File: config.mk
export PLATFORM = sky130hd
export DESIGN_NAME = nlane_link
export DESIGN_NICKNAME = d
export VERILOG_FILES = /design/src/rtl/nlane_link.sv
export SDC_FILE = /design/constraint.sdc
export NUM_CORES = 1
export LEC_CHECK = 0
export CORE_MARGIN = 10
export CORE_UTILIZATION = 48
export CTS_CLUSTER_DIAMETER = 40
export DETAILED_ROUTE_END_ITERATION = 10
export PLACE_DENSITY_LB_ADDON = 0.1
export REMOVE_ABC_BUFFERS = 1
export SYNTH_ARGS = -nofsm -noshare
export SYNTH_HDL_FRONTEND = slang
export SYNTH_SLANG_ARGS = --single-unit
File: constraint.sdc
create_clock -name clk -period 2.2 [get_ports clk]
set_input_delay 0.44 -clock clk [delete_from_list [all_inputs] [get_ports clk]]
set_output_delay 0.44 -clock clk [all_outputs]
set_load 0.01 [all_outputs]
File: src/rtl/nlane_link.sv
// nlane_link: serialises a word over LANES data lines with sclk/cs_n and deserialises it back
module nlane_link #(
    parameter int DATA_WIDTH = 64,
    parameter int LANES = 2,
    parameter int CLK_DIV = 2,
    localparam int BEATS = DATA_WIDTH / LANES,
    localparam int BW = $clog2(BEATS + 1)
) (
    input  logic                  clk,
    input  logic                  rstn,
    input  logic                  in_valid,
    output logic                  in_ready,
    input  logic [DATA_WIDTH-1:0] in_data,
    input  logic [BW-1:0]         in_beats,
    output logic                  out_valid,
    output logic [DATA_WIDTH-1:0] out_data,
    output logic                  sclk,
    output logic                  cs_n,
    output logic [LANES-1:0]      lanes
);
    localparam int CW = CLK_DIV > 1 ? $clog2(CLK_DIV) : 1;
    typedef enum logic [1:0] {IDLE, LOW, HIGH} state_t;
    state_t state;
    logic [CW-1:0] cnt;
    logic [BW-1:0] left;
    logic [DATA_WIDTH-1:0] tx, rx, tx_next;
    logic [BW-1:0] n_eff;
    logic div_done;
    assign in_ready = state == IDLE && rstn;
    assign n_eff = (in_beats == '0 || in_beats > BW'(BEATS)) ? BW'(BEATS) : in_beats;
    assign tx_next = tx << LANES;
    assign div_done = cnt == CW'(CLK_DIV - 1);
    // rx samples the lanes on the internal LOW->HIGH step, not on an sclk edge detect
    always_ff @(posedge clk) begin
        if (!rstn) begin
            state <= IDLE;
            cnt <= '0;
            left <= '0;
            tx <= '0;
            rx <= '0;
            out_valid <= 1'b0;
            out_data <= '0;
            sclk <= 1'b0;
            cs_n <= 1'b1;
            lanes <= '0;
        end else begin
            out_valid <= 1'b0;
            case (state)
                IDLE: if (in_valid) begin
                    tx <= in_data;
                    left <= n_eff;
                    cs_n <= 1'b0;
                    sclk <= 1'b0;
                    lanes <= in_data[DATA_WIDTH-1 -: LANES];
                    rx <= '0;
                    cnt <= '0;
                    state <= LOW;
                end
                LOW: if (div_done) begin
                    cnt <= '0;
                    sclk <= 1'b1;
                    rx <= (rx << LANES) | DATA_WIDTH'(lanes);
                    state <= HIGH;
                end else cnt <= cnt + 1'b1;
                HIGH: if (div_done) begin
                    cnt <= '0;
                    sclk <= 1'b0;
                    if (left == BW'(1)) begin
                        cs_n <= 1'b1;
                        lanes <= '0;
                        out_data <= rx;
                        out_valid <= 1'b1;
                        state <= IDLE;
                    end else begin
                        left <= left - 1'b1;
                        tx <= tx_next;
                        lanes <= tx_next[DATA_WIDTH-1 -: LANES];
                        state <= LOW;
                    end
                end else cnt <= cnt + 1'b1;
                default: state <= IDLE;
            endcase
        end
    end
endmodule

Word-level counts from Yosys, hierarchy flattened

Index checks and enable logic that the tools add are counted.

Add/sub/neg operators: 2
Multipliers: 0
Div/mod/pow operators: 0
$lt $le $gt $ge: 1
Equality and inequality tests: 8
Shift-type cells: 0
Multiplexer cells: 31
Bitwise logic cells: 1
Reductions and logical operators: 18

Operators by type and width:

| kind                                                               | number |
|---|---|
| 62-bit 2-to-1 mux                                                  | 3 |
| 64-bit 2-to-1 mux                                                  | 2 |
| 64-bit one-hot mux with 2 select lines                             | 1 |
| 62-bit one-hot mux with 2 select lines                             | 1 |
| 64-bit by 2-bit OR with 64-bit output                              | 1 |
| 6-bit 2-to-1 mux                                                   | 4 |
| 3-bit AND reduction                                                | 5 |
| 2-bit 2-to-1 mux                                                   | 6 |
| 6-bit one-hot mux with 2 select lines                              | 1 |
| 4-bit AND reduction                                                | 3 |
| 2-bit != test, second input constant                               | 5 |
| 1-bit 2-to-1 mux                                                   | 8 |
| 6-bit by 1-bit == test with 1-bit output, second input constant    | 1 |
| 6-bit > comparator, second input constant                          | 1 |
| 6-bit logical NOT                                                  | 1 |
| 2-bit one-hot mux with 3 select lines                              | 1 |
| 2-bit nonzero test                                                 | 3 |
| 6-bit by 1-bit subtractor with 6-bit output, second input constant | 1 |
| 1-bit one-hot mux with 2 select lines                              | 2 |
| 2-bit one-hot mux with 2 select lines                              | 1 |
| 1-bit one-hot mux with 3 select lines                              | 1 |
| 3-bit nonzero test                                                 | 1 |
| 2-bit by 1-bit == test with 1-bit output, second input constant    | 1 |
| 2-bit == test, second input constant                               | 1 |
| other kinds (6)                                                    | 6 |

Flip-flop bits (word level): 204
Latch bits: 0
Bits in writable memories: 0
Bits in read-only memories: 0
Logic and storage cells: 71
Memories: 0

Logic depth before layout (Yosys ltp)

Word-level depth: 5
Gate-level depth with buffers: 9
Gate-level depth less buffers: 6

Least setup slack after synthesis

Ideal clock, no wire load.

Path type: register -> register
Start point: reg state[0]
End point: reg left[3]
Setup time: 0.132 ns
Arrival: 1.814 ns
Required time: 2.068 ns
Slack: 0.253 ns
Stages on the path, launching flop included: 9
Buffers on the path: 2
Clock period less this slack: 1.947 ns
Cell sequence: dfxtp_1 -> inv_1 -> ha_1 -> nor2b_1 -> buf_6 -> or3_4 -> buf_2 -> o31ai_1 -> a21oi_1

Word-level cells in the longest chain between the ends: 3
Elaborated cells on any way between the ends: 8
Those cells by class: eq/ne: 4; mux: 1; reduce/logical: 3

Ends and longest elaborated chain:

| item                                                                 | line | text |
|---|---|---|
| from (decl)                                                          | 23   | `state_t state;` |
| from (signal assigned)                                               | 36   | `state <= IDLE;` |
| from (signal assigned)                                               | 57   | `state <= LOW;` |
| from (signal assigned)                                               | 63   | `state <= HIGH;` |
| 2-bit == test or 2-bit logical NOT (tied branches)                   | 48   | `case (state)` |
| 2-bit != test (no source line) or 2-bit nonzero test (tied branches) | --   |  |
| 4-bit AND reduction (no source line)                                 | --   |  |
| to (signal assigned)                                                 | 51   | `left <= n_eff;` |
| to (signal assigned)                                                 | 75   | `left <= left - 1'b1;` |
| to (decl)                                                            | 25   | `logic [BW-1:0] left;` |

Several ways; a longest one is shown, not always the timed one.
A chain may end at the register's enable or synchronous reset.

Worst setup path after layout

Start point: reg state[0]
End point: out in_ready

Word-level cells in the longest chain between the ends: 2

Ends and longest elaborated chain:

| item              | line | text |
|---|---|---|
| 2-bit logical NOT | 29   | `assign in_ready = state == IDLE && rstn;` |
| 1-bit logical AND | 29   |  |
| to (decl)         | 12   | `output logic in_ready,` |

Every way passes these cells.

==> results.toml <==
[yosys]
synthArstFlopShare_pct = 0
synth_top_area_cell = "dfxtp_1"
seq_area_frac_synth_pct = 49.4
ys.flop_type = "dfxtp_1"
synth_area_um2 = 8270
netlist.area_leader.share_pct = 49.4
yosysMostFrequentCell = "dfxtp_1"
synth-edff-count = 0
synthTopCellsByCount = "204 x dfxtp_1, 203 x a21oi_1, 198 x nand2_1"
syn_inst = 966
yosysUniqueCellTypes = 42
yosys_warnings = 0
syn_area_per_cell_um2 = 8.56
ys_ff_latch = 204
synth.area.top_cells = "dfxtp_1 49%, a21oi_1 12%, nand2_1 9.0%"

[critical_path]
cp_data_required_time_ns = 1.76
r2r_cells = 5
critPathMaxFanout = 5
end_kind = "output pin"
cp.arrival_ns = 1.70
critical_path_class = "flip-flop to output pin"
startpoint_type = "flip-flop"
r2r_slack_ns = 0.23

[finish]
num_antenna_cells = 0
multi_input_area_um2 = 3780
fillers = 1448
regArea_um2 = 4090
finalInstanceArea_um2 = 11000
syn_to_final_growth_pct = 32.5
drive_gt1_share_pct = 9.35
final_nets = 1149

[floorplanning]
die_h_um = 151
die_area_um2 = 22900
io_pins = 143
fp-row-count = 47
coreArea_um2 = 16800
start_util_pct = 49.3
die_w_um = 151

[global_route]
grt_max_degree = 78
gr-usage-all-layers_pct = 17.2
grt_pass1_wl_um = 33800
grt_pass1_vias = 6907
overflow = 0
antenna_found_initial = 0

[clock_tree]
cts_max_level = 1
cts_root_buffer = "clkbuf_16"
clock-sinks = 204
cts_tree = "built"
cts_buffers = 28
cts.clk_slew.worst_paths_ns = 0.06
clock_latency_ns = 0.52
cts_hold_buf = 0
cts_max_path_buffers = 3

[sta]
worstMarginPinSlew_ns = 0.930
finalClockSkew_ns = 0.0118
maxSlewViolCount = 0
rsz0062_at_grt = "no"
period_needed_ns = 2.14
setup_viol = 0
timing.fmax_mhz = 466
fin_crit_sh_pct = 97.5
hold_viol_final = 0
maxSlewHeadroom_pct = 38.0

[power_and_ir_drop]
total_power_uw = 11800
p_leak_uw = 0.00358
ir_worst_vdd_mv = 0.872
powerDensity_nw_per_um2 = 1080

[route]
wirelength_um = 20600
via_per_inst = 5.48
drc = 0
vias = 7186
ant_nets = 0
drtIter0Drc = 465
wire_per_inst_um = 15.7
dr.pass1.iters = 4

[worst_hold_path]
hold_path_depth = 2
hold_class = "flip-flop to flip-flop"

[place]
dp_hpwl_um = 12600
placed_area_um2 = 9910
place_congestion = 0.806
io_buffers = 142

[status]
status = "complete, no violations"

[job]
cap_violations = 0
[cells in the final DEF (no fill, tap or decap), types with 2 or more instances in the layout]
master / instances
nand2_1: 196
inv_1: 5
bufinv_16: 5
nor3_1: 6
nand4_1: 67
a31oi_1: 2
clkinvlp_4: 3
nand3_1: 5
nor2_1: 11
o21ai_1: 7
and2_1: 2
dfxtp_1: 201
buf_12: 10
a21oi_1: 202
ha_2: 2
dfxtp_4: 2
nand2_2: 2
a211oi_2: 3
ha_1: 4
clkinv_4: 5
clkdlybuf4s50_1: 141
mux2i_1: 60
clkbuf_16: 29
o21ai_0: 5
a211oi_1: 58
nor2b_1: 3
o211ai_1: 2
buf_4: 17
inv_6: 6
clkinv_2: 3
[cells by family (layout without fill, tap and decap cells)]
| family | Yosys count | after routing | share of synthesized area [%] |
|---|---|---|---|
| DFF | 204 | 204 | 49.4 |
| and+or+nand+nor | 304 | 304 | 17.0 |
| muxes | 61 | 61 | 7.40 |
| adders and majority gates | 7 | 7 | 1.06 |
| AOI/OAI and AO/OA | 287 | 287 | 19.8 |
| buffers and inverters | 103 | 228 | 5.40 |
[worst paths after layout]
path | from | endpoint
setup / recovery | state[0] | in_ready
hold / removal | out_data[51] | out_data[51]
setup reg to reg | state[0] | tx[35]
hold reg to reg | out_data[51] | out_data[51]
[registers in the layout, indices dropped and copies added (netlist names)]
register   cells
left           6
out_data      64
out_valid      1
cs_n           1
sclk           1
tx            62
rx            64
state          2
lanes          2
cnt            1
[area by class of cell]
| class | instances | share of cell area [%] |
|---|---|---|
| clock buffer | 30 | 6.75 |
| timing repair buffer | 169 | 16.0 |
| sequential | 204 | 37.4 |
| clock inverter | 22 | 2.62 |
| multi-input combinational | 659 | 34.5 |
| inverter | 7 | 0.286 |
| tap | 220 | 2.51 |
[stage by stage]
stage | hold slack [ns] | utilization, % | cells | TNS (ns) | worst slack (ns)
global placement | 0.442 | 59.1 | 1258 | 0 | 0.127
detailed placement | 0.444 | 59.1 | 1258 | 0 | 0.0328
global route | 0.470 | 65.4 | 1311 | 0 | 0.000909
CTS | 0.453 | 65.3 | 1310 | 0 | 0.00873
floorplan | 0.430 | - | 870 | -516.83 | -3.38
finish | 0.452 | 65.4 | 1311 | 0 | 0.0554
[worst max-delay path, cell delays in order (launching register included)]
cell and delay, ns:
dfxtp_4 0.35, inv_1 0.08, ha_2 0.20, buf_4 0.15, and2_1 0.13, dlygate4sd2_1 0.28
[power breakdown]
part	internal (µW)	switching [µW]	total, µW
Sequential	4130	264	4400
Combinational	1010	1610	2620
Clock	3070	1740	4810
Total	8210	3610	11800
[routing by layer]
metal	GRT usage, %	share of wire (%)	vias up
met2	28.6	47	160
li1	-	-	3644
met3	4.15	6.8	28
met5	0	0	-
met4	3.51	1.1	0
met1	22.1	45	3354
[what timing repair did]
action                     in CTS  in global routing
setup endpoints to repair       1                  2
resized for setup               6                  2
buffers inserted                0                  1
Power figures use the tool's default switching activity.
